==> config.mk <==
export PLATFORM = sky130hd
export DESIGN_NAME = booth_mul_arbiter
export DESIGN_NICKNAME = d
export VERILOG_FILES = /design/src/rtl/booth_mul_pkg.sv /design/src/rtl/booth_step.sv /design/src/rtl/booth_mul_arbiter.sv
export SDC_FILE = /design/constraint.sdc
export NUM_CORES = 1
export LEC_CHECK = 0
export ABC_AREA = 0
export CAP_MARGIN = 10
export CORE_MARGIN = 5
export CORE_UTILIZATION = 45
export CTS_CLUSTER_DIAMETER = 50
export DETAILED_ROUTE_END_ITERATION = 12
export HOLD_SLACK_MARGIN = 0.02
export PLACE_DENSITY = 0.82
export SETUP_SLACK_MARGIN = 0.4
export SLEW_MARGIN = 20
export SYNTH_ARGS = -nofsm -noshare
export SYNTH_HDL_FRONTEND = slang
export SYNTH_SLANG_ARGS = --single-unit
==> constraint.sdc <==
create_clock -name clk -period 4.6 [get_ports clk]
set_input_delay 1.15 -clock clk [delete_from_list [all_inputs] [get_ports clk]]
set_output_delay 1.15 -clock clk [all_outputs]
set_load 0.05 [all_outputs]
==> src/rtl/booth_mul_pkg.sv <==
// Shared types for the Booth multiplier arbiter: FSM states, Booth step decode, default sizes.
package booth_mul_pkg;

   localparam int DEF_WIDTH = 32;
   localparam int DEF_NREQ  = 4;

   typedef enum logic [1:0] {
      IDLE = 2'd0,
      RUN  = 2'd1,
      DONE = 2'd2
   } state_t;

   typedef enum logic [1:0] {
      NOP = 2'd0,
      ADD = 2'd1,
      SUB = 2'd2
   } booth_op_t;

   // {Q[0], Q-1}: 10 -> subtract M, 01 -> add M, 00/11 -> no change.
   function automatic booth_op_t booth_decode(input logic q0, input logic q_m1);
      case ({q0, q_m1})
         2'b10:   return SUB;
         2'b01:   return ADD;
         default: return NOP;
      endcase
   endfunction

endpackage

==> src/rtl/booth_step.sv <==
// One radix-2 Booth step: conditional add/sub of M into A, then arithmetic shift of {A,Q,Q-1}.
// Latency: combinational.
// Backpressure: none; the caller decides when to register the result.
module booth_step
   import booth_mul_pkg::*;
#(
   parameter int WIDTH = DEF_WIDTH
) (
   input  logic [WIDTH:0]   acc,
   input  logic [WIDTH-1:0] q,
   input  logic             q_m1,
   input  logic [WIDTH-1:0] m,
   output logic [WIDTH:0]   acc_nxt,
   output logic [WIDTH-1:0] q_nxt,
   output logic             q_m1_nxt
);

   logic [WIDTH:0] m_ext;
   logic [WIDTH:0] sum;

   // A carries one guard bit so that M = -2^(WIDTH-1) cannot overflow the add.
   assign m_ext = {m[WIDTH-1], m};

   always_comb begin
      sum = acc;
      case (booth_decode(q[0], q_m1))
         ADD:     sum = acc + m_ext;
         SUB:     sum = acc - m_ext;
         default: sum = acc;
      endcase
   end

   assign acc_nxt  = {sum[WIDTH], sum[WIDTH:1]};
   assign q_nxt    = {sum[0], q[WIDTH-1:1]};
   assign q_m1_nxt = q[0];

endmodule

==> src/rtl/booth_mul_arbiter.sv <==
// Round-robin shares one iterative Booth multiplier among NREQ requesters; BOOTH_MUL_ZERO_BYPASS_EN skips RUN for zero operands.
// Latency: rsp_valid WIDTH+1 cycles after the accept cycle (1 cycle with zero bypass).
// Backpressure: rsp_ready low holds DONE with a stable product; no grants outside IDLE.
module booth_mul_arbiter
   import booth_mul_pkg::*;
#(
   parameter  int NREQ  = DEF_NREQ,
   parameter  int WIDTH = DEF_WIDTH,
   localparam int IDW   = (NREQ > 1) ? $clog2(NREQ) : 1
) (
   input  logic                  clk,
   input  logic                  rst,
   input  logic [NREQ-1:0]       req_valid,
   output logic [NREQ-1:0]       req_ready,
   input  logic [NREQ*WIDTH-1:0] req_a,
   input  logic [NREQ*WIDTH-1:0] req_b,
   output logic                  rsp_valid,
   input  logic                  rsp_ready,
   output logic [IDW-1:0]        rsp_id,
   output logic [2*WIDTH-1:0]    rsp_product,
   output logic                  busy
);

   localparam int CW = $clog2(WIDTH + 1);

   typedef struct packed {
      logic [WIDTH:0]   acc;
      logic [WIDTH-1:0] q;
      logic             q_m1;
   } booth_reg_t;

   state_t           state;
   logic [IDW-1:0]   rr_ptr;
   logic [CW-1:0]    count;
   logic [WIDTH-1:0] m;
   booth_reg_t       op;
   booth_reg_t       op_nxt;

   logic             grant_any;
   logic [IDW-1:0]   win;
   logic [IDW:0]     cand;
   logic [IDW-1:0]   nxt_ptr;
   logic [WIDTH-1:0] win_a;
   logic [WIDTH-1:0] win_b;

   // First valid requester at or after rr_ptr, wrapping modulo NREQ.
   always_comb begin
      grant_any = 1'b0;
      win       = '0;
      cand      = '0;
      for (int k = 0; k < NREQ; k++) begin
         cand = {1'b0, rr_ptr} + (IDW+1)'(k);
         if (cand >= (IDW+1)'(NREQ)) cand = cand - (IDW+1)'(NREQ);
         if (!grant_any && req_valid[cand[IDW-1:0]]) begin
            grant_any = 1'b1;
            win       = cand[IDW-1:0];
         end
      end
   end

   always_comb begin
      win_a = '0;
      win_b = '0;
      for (int i = 0; i < NREQ; i++) begin
         if (win == IDW'(i)) begin
            win_a = req_a[i*WIDTH +: WIDTH];
            win_b = req_b[i*WIDTH +: WIDTH];
         end
      end
   end

   assign nxt_ptr = (win == IDW'(NREQ - 1)) ? '0 : win + 1'b1;

   always_comb begin
      req_ready = '0;
      if (state == IDLE && grant_any && !rst) req_ready[win] = 1'b1;
   end

   booth_step #(.WIDTH(WIDTH)) u_step (
      .acc      (op.acc),
      .q        (op.q),
      .q_m1     (op.q_m1),
      .m        (m),
      .acc_nxt  (op_nxt.acc),
      .q_nxt    (op_nxt.q),
      .q_m1_nxt (op_nxt.q_m1)
   );

   always_ff @(posedge clk) begin
      if (rst) begin
         state  <= IDLE;
         rr_ptr <= '0;
         count  <= '0;
         m      <= '0;
         op     <= '0;
         rsp_id <= '0;
      end else begin
         case (state)
            IDLE: begin
               if (grant_any) begin
                  m       <= win_a;
                  op.acc  <= '0;
                  op.q    <= win_b;
                  op.q_m1 <= 1'b0;
                  count   <= CW'(WIDTH);
                  rr_ptr  <= nxt_ptr;
                  rsp_id  <= win;
                  state   <= RUN;
`ifdef BOOTH_MUL_ZERO_BYPASS_EN
                  if (win_a == '0 || win_b == '0) begin
                     op.q  <= '0;
                     count <= '0;
                     state <= DONE;
                  end
`endif
               end
            end
            RUN: begin
               op    <= op_nxt;
               count <= count - 1'b1;
               if (count == CW'(1)) state <= DONE;
            end
            DONE: begin
               if (rsp_ready) state <= IDLE;
            end
            default: state <= IDLE;
         endcase
      end
   end

   assign rsp_valid   = (state == DONE);
   assign busy        = (state != IDLE);
   assign rsp_product = {op.acc[WIDTH-1:0], op.q};

endmodule
# ---- Yosys cells after proc, flatten, opt, wreduce, memory -nomap -nowiden
# Cells that the tools add are included.
dict set report word_totals {
  word_cells 101
  in_bits 263
  out_inout_bits 72
  ff_bits 110
}
dict set report op_classes {
  n_reduce_logical 17
  addsub 11
  order_cmp 10
  muxes 42
  eq_ne 13
}
# operator count
set op_table {}
lappend op_table {{two-way mux 32 bit} 8}
lappend op_table {{case mux 66 bit (2 select lines)} 1}
lappend op_table {{two-way mux 66 bit} 1}
lappend op_table {{case mux 33 bit (2 select lines)} 1}
lappend op_table {{adder 33 bit} 1}
lappend op_table {{subtractor 33 bit} 1}
lappend op_table {{two-way mux 2 bit} 12}
lappend op_table {{< comparator 2 x 3 -> 1 bit, second input constant} 5}
lappend op_table {{case mux 6 bit (2 select lines)} 1}
lappend op_table {{== test 2 bit, second input constant} 5}
lappend op_table {{>= comparator 3 bit, second input constant} 3}
lappend op_table {{two-way mux 1 bit} 9}
lappend op_table {{binary-select mux 1 bit (select 2 bit)} 4}
lappend op_table {{== test 2 x 1 -> 1 bit, second input constant} 4}
lappend op_table {{subtractor 2 x 1 -> 2 bit, second input constant} 4}
lappend op_table {{adder 2 x 2 -> 3 bit, second input constant} 2}
lappend op_table {{== test 6 x 1 -> 1 bit, second input constant} 1}
lappend op_table {{logical AND 1 bit} 6}
lappend op_table {{two-way mux 6 bit} 1}
lappend op_table {{case mux 2 bit (3 select lines)} 1}
lappend op_table {{subtractor 6 x 1 -> 6 bit, second input constant} 1}
lappend op_table {{logical NOT 1 bit} 4}
lappend op_table {{logical NOT 2 bit} 2}
lappend op_table {{two-way mux 4 bit} 1}
lappend op_table {{11 further kinds} 14}

# ---- Logic depth before layout (Yosys ltp)
# Gate-level depths: netlist of run 1.
dict set report depth {
  ltp_word 21
  ltp_mapped 17
  mapped_depth_nobuf 17
}

# ---- Cells and area by module
# From an unflattened synthesis of run 1, not the netlist that was laid out.
dict set report hier_totals {
  hier_cells 1139
  area_unflattened_um2 9096.2
}
# module instances cells_each seq_area_each_um2 area_per_inst_um2
set modules_own_cells {}
lappend modules_own_cells {booth_mul_arbiter 1 673 2202.1 5967.0}
lappend modules_own_cells {booth_step 1 466 0.0 3129.3}

# ---- Least setup slack after synthesis of run 1
# No wires, ideal clock.
dict set report synth_path {
  path_type {input-to-output}
  from {in req_valid[0]}
  to {out req_ready[1]}
  path_buffers 3
  t_required_ns 3.450
  t_arrival_ns 3.844
  path_stages 10
  slack_ns -0.394
  cell_sequence {inv_1 nor2_1 a21oi_1 o22ai_1 a21oi_1 ha_1 clkbuf_1 clkbuf_1 buf_1 nor3b_1}
}
dict set report synth_via {
  elab_chain_cells 17
  word_cells_on_any_way 30
  cone_classes {order compare (2); mux (19); reduce/logical (9)}
}
# element line
set synth_lines {}
lappend synth_lines {{start: declaration} booth_mul_arbiter.sv:13} ;# input logic [NREQ-1:0] req_valid,
lappend synth_lines {{binary-select mux 1 bit (select 2 bit)} booth_mul_arbiter.sv:54} ;# if (!grant_any && req_valid[cand[IDW-1:0]]) begin
lappend synth_lines {{two-way mux 1 bit (not written as such)} booth_mul_arbiter.sv:54}
lappend synth_lines {{two-way mux 1 bit} booth_mul_arbiter.sv:54}
lappend synth_lines {{logical NOT 1 bit} booth_mul_arbiter.sv:54}
lappend synth_lines {{logical AND 1 bit} booth_mul_arbiter.sv:54}
lappend synth_lines {{two-way mux 1 bit} booth_mul_arbiter.sv:54}
lappend synth_lines {{logical NOT 1 bit} booth_mul_arbiter.sv:54}
lappend synth_lines {{logical AND 1 bit} booth_mul_arbiter.sv:54}
lappend synth_lines {{[2 not listed]} -}
lappend synth_lines {{logical AND 1 bit} booth_mul_arbiter.sv:54}
lappend synth_lines {{two-way mux 2 bit (*)} booth_mul_arbiter.sv:54}
lappend synth_lines {{via win[0]} booth_mul_arbiter.sv:40} ;# logic [IDW-1:0] win;
lappend synth_lines {{< comparator 2 x 3 -> 1 bit (not written as such) or >= comparator 2 x 1 -> 1 bit (tied branches)} booth_mul_arbiter.sv:76} ;# if (state == IDLE && grant_any && !rst) req_ready[win] = 1'b1;
lappend synth_lines {{logical AND 1 bit (not written as such)} booth_mul_arbiter.sv:76}
lappend synth_lines {{two-way mux 1 bit (not written as such)} booth_mul_arbiter.sv:76}
lappend synth_lines {{demux 1 bit (select 2 bit) (*)} booth_mul_arbiter.sv:76}
lappend synth_lines {{two-way mux 4 bit (*)} booth_mul_arbiter.sv:76}
lappend synth_lines {{end: declaration} booth_mul_arbiter.sv:14} ;# output logic [NREQ-1:0] req_ready,
# The timed path passes the listed nets; every way through them passes the cells marked *. The select of a mux whose other input is x is not followed.

# ---- Final worst setup path of run 1
dict set report layout_path {
  from {in req_valid[0]}
  to {out req_ready[0]}
}
# Same word-level chain as after synthesis.

==> flow_summary.ini, run 1 <==
[logic_synthesis]
yosysSeqAreaShare_pct = 25.2
syn_inst = 1265
synthDominantCellAreaShare_pct = 25.2
synth_cell_types = 63
synthesis.area_um2 = 8670
synth_common_cells = nor2_1, a21oi_1, nand2_1, dfxtp_1, clkbuf_1
yosysWarnings = 0
synthFlopType = dfxtp_1
synthTopCellsByArea = dfxtp_1, a21oi_1, nor2_1
synth.most_common_cell = nor2_1
synth_area_per_cell_um2 = 6.85
synth_seq_cells = 109
synth_fp_nets = 1569
synth_edf_count = 0
yosysTopAreaCell = dfxtp_1
async_flop_share_pct = 0

[power_and_ir_drop]
p_per_area_nw_per_um2 = 376
power_leakage_uw = 0.00469
ir_worst_vdd_mv = 0.270

[drt]
wl_um = 36400
vias = 10500
vias_per_cell = 5.84
first_iter_violations = 1069
post_drt_wl_per_cell_um = 20.2
drc = 0
dr.pass1.iters = 7
antenna_left = 0

[job]
maxCapViolations = 0

[floorplan]
core_area_um2 = 18800
die_x_um = 149
die_y_um = 149
start_util_pct = 46.0
io_pins = 335
rows = 50
dieArea_um2 = 22100

[sta]
relSlewSlack_pct = 27.1
fin_crit_sh_pct = 89.7
drv_slew = 0
timing.final.hold_violations = 0
worst_pin_slew_ns = 1.09
fin_crit_ns = 4.13
whs_ns = 0.457
setup_tns_ns = 0
fmax_ghz = 0.242
fin_skew_ns = 0.0139
setup_viol = 0
rsz0062_at_grt = yes

[worst_setup_path]
critical_path.max_stage_delay_ns = 0.51
path_class = in -> out
critical_path.endpoint_type = output port
crit_chain = clkdlybuf4s50_1, nand2_1, nand2_1, a21oi_1, o22a_1, inv_2, ha_4, buf_12, nor3b_4, buf_12
path_buf_inv = 4
cp_data_required_time_ns = 3.45
arrival_ns = 2.98
critical_path.top_delay_family = buffers and inverters
cp_max_fo = 16
crit_slowest_cell = clkdlybuf4s50_1
startpoint_type = primary input

[clock_tree]
htree_num_levels = 3
cts.path.max_buffers = 2
cts_tree = built
cts_root_buf = clkbuf_16
insertion_delay_ns = 0.37
cts_sinks = 109
clk_pin_slew_ns = 0.07
cts_buffers = 9

[place]
gp_congestion = 1.01
port_buffers = 334
hpwl_um = 27600

[global_routing]
grt_pass1_vias = 9645
met2_usage_pct = 51.6
met1_usage_pct = 41.6
grt_first_pass_wirelength_um = 55000
grt_use_total_pct = 31.4
antenna_found_initial = 9
grt_start_max_net_pins = 130
gr-usage-met3_pct = 6.35
grt.overflow.total = 0
gr-max-usage-layer = met2

[final_layout]
final_core_util_pct = 67.5
area_growth_pct = 46.7
drive_gt1_share_pct = 5.20
nFillCells = 1622
nNetsFinal = 1836

[run_status]
status = finished clean

[min_path]
hold_class = reg -> reg
==> state kept, by name, indices dropped and copies added, names as in the netlist <==
signal / cells
count: 6
m: 32
op: 1
rr_ptr: 2
rsp_id: 2
rsp_product: 64
state: 2
==> routing by layer <==
| metal | vias to the layer above | wire length (µm) |
|---|---|---|
| met3 | 64 | 2970 |
| met2 | 493 | 17400 |
| li1 | 5090 | - |
| met4 | 4 | 1250 |
| met1 | 4887 | 14900 |
| met5 | - | 15 |
==> path summary, 6_finish.rpt <==
check	from	endpoint	slack (ns)	cells after the start
max	req_valid[0]	req_ready[0]	0.47	10
min	rsp_id[0]	rsp_id[0]	0.46	2
max reg2reg	m[0]	rsp_product[51]	0.54	16
min reg2reg	rsp_id[0]	rsp_id[0]	0.46	2
==> kinds of logic after synthesis <==
kind of cell    Yosys count  share of synthesized area (%)
compound gates          473                           34.9
xor+xnor                 55                           5.56
fa+ha+maj                41                           6.00
buf+inv                 137                           5.97
flops                   109                           25.2
mux                       3                          0.346
simple gates            447                           22.1
==> repair_timing <==
item                       4_1_cts  5_1_grt
cloned                           1        0
hold buffers                     0        0
pin swaps                        0        4
gates resized for setup          9       17
setup endpoints to repair        3       35
buffers inserted                 0        3
==> placed cells by master, fill, tap and decap left out, drive strengths merged, types with 9 or more instances in the layout <==
| cell | instances |
|---|---|
| clkdlybuf4s50 | 328 |
| nor2 | 200 |
| a21oi | 196 |
| nand2 | 156 |
| dfxtp | 109 |
| o211ai | 89 |
| o21ai | 46 |
| xnor2 | 41 |
| a22oi | 40 |
| ha | 40 |
| inv | 39 |
| buf | 30 |
| a211oi | 23 |
| nor3 | 19 |
| a222oi | 15 |
| xor2 | 14 |
| nand3 | 13 |
| a31oi | 12 |
| a21o | 11 |
| clkbuf | 9 |
| and2 | 9 |
| nor2b | 9 |
==> power by group <==
group	switching (µW)	leakage (µW)	total [µW]	internal [µW]
Clock	412	0.000154	849	437
Combinational	1590	0.00364	2710	1120
Sequential	149	0.000894	1220	1070
Total	2150	0.00469	4780	2620
==> metrics by stage <==
stage	total power (µW)	setup WS, ns	cells	cell area (µm²)
global placement	3780	0.250	1777	12200
floorplan	2990	0.0861	1265	8700
detailed placement	3830	0.111	1777	12200
finish	4780	0.473	1804	12700
CTS	4720	0.407	1794	12600
global route	5080	0.264	1804	12700
==> final cells by class <==
cell class / count / area (µm²) / share of cell area [%]
multi-input cells: 1019 / 6140 / 48.3
repair buffers: 360 / 3620 / 28.4
flip-flops and latches: 109 / 2180 / 17.2
well taps: 260 / 325 / 2.56
clock buffers: 9 / 225 / 1.77
inverters: 33 / 124 / 0.974
clock inverters: 7 / 85.1 / 0.669
diodes: 7 / 17.5 / 0.138
==> tightest hold or removal path: cells and delay by family, from the launching register on <==
kind	cells	cell delay [ns]
compound gates	1	0.05
flops	1	0.31
simple gates	1	0.05
Power figures use the tool's default switching activity.
==> run 2: changes to the inputs <==
--- a/config.mk
+++ b/config.mk
@@ -6,10 +6,10 @@
 export NUM_CORES = 1
 export LEC_CHECK = 0
 export ABC_AREA = 0
-export CAP_MARGIN = 10
+export CAP_MARGIN = 15
 export CORE_MARGIN = 5
 export CORE_UTILIZATION = 45
-export CTS_CLUSTER_DIAMETER = 50
+export CTS_CLUSTER_DIAMETER = 80
 export DETAILED_ROUTE_END_ITERATION = 12
 export HOLD_SLACK_MARGIN = 0.02
 export PLACE_DENSITY = 0.82
==> results of run 2 <==
The final DEF is identical to that of run 1; final timing and power are the same.
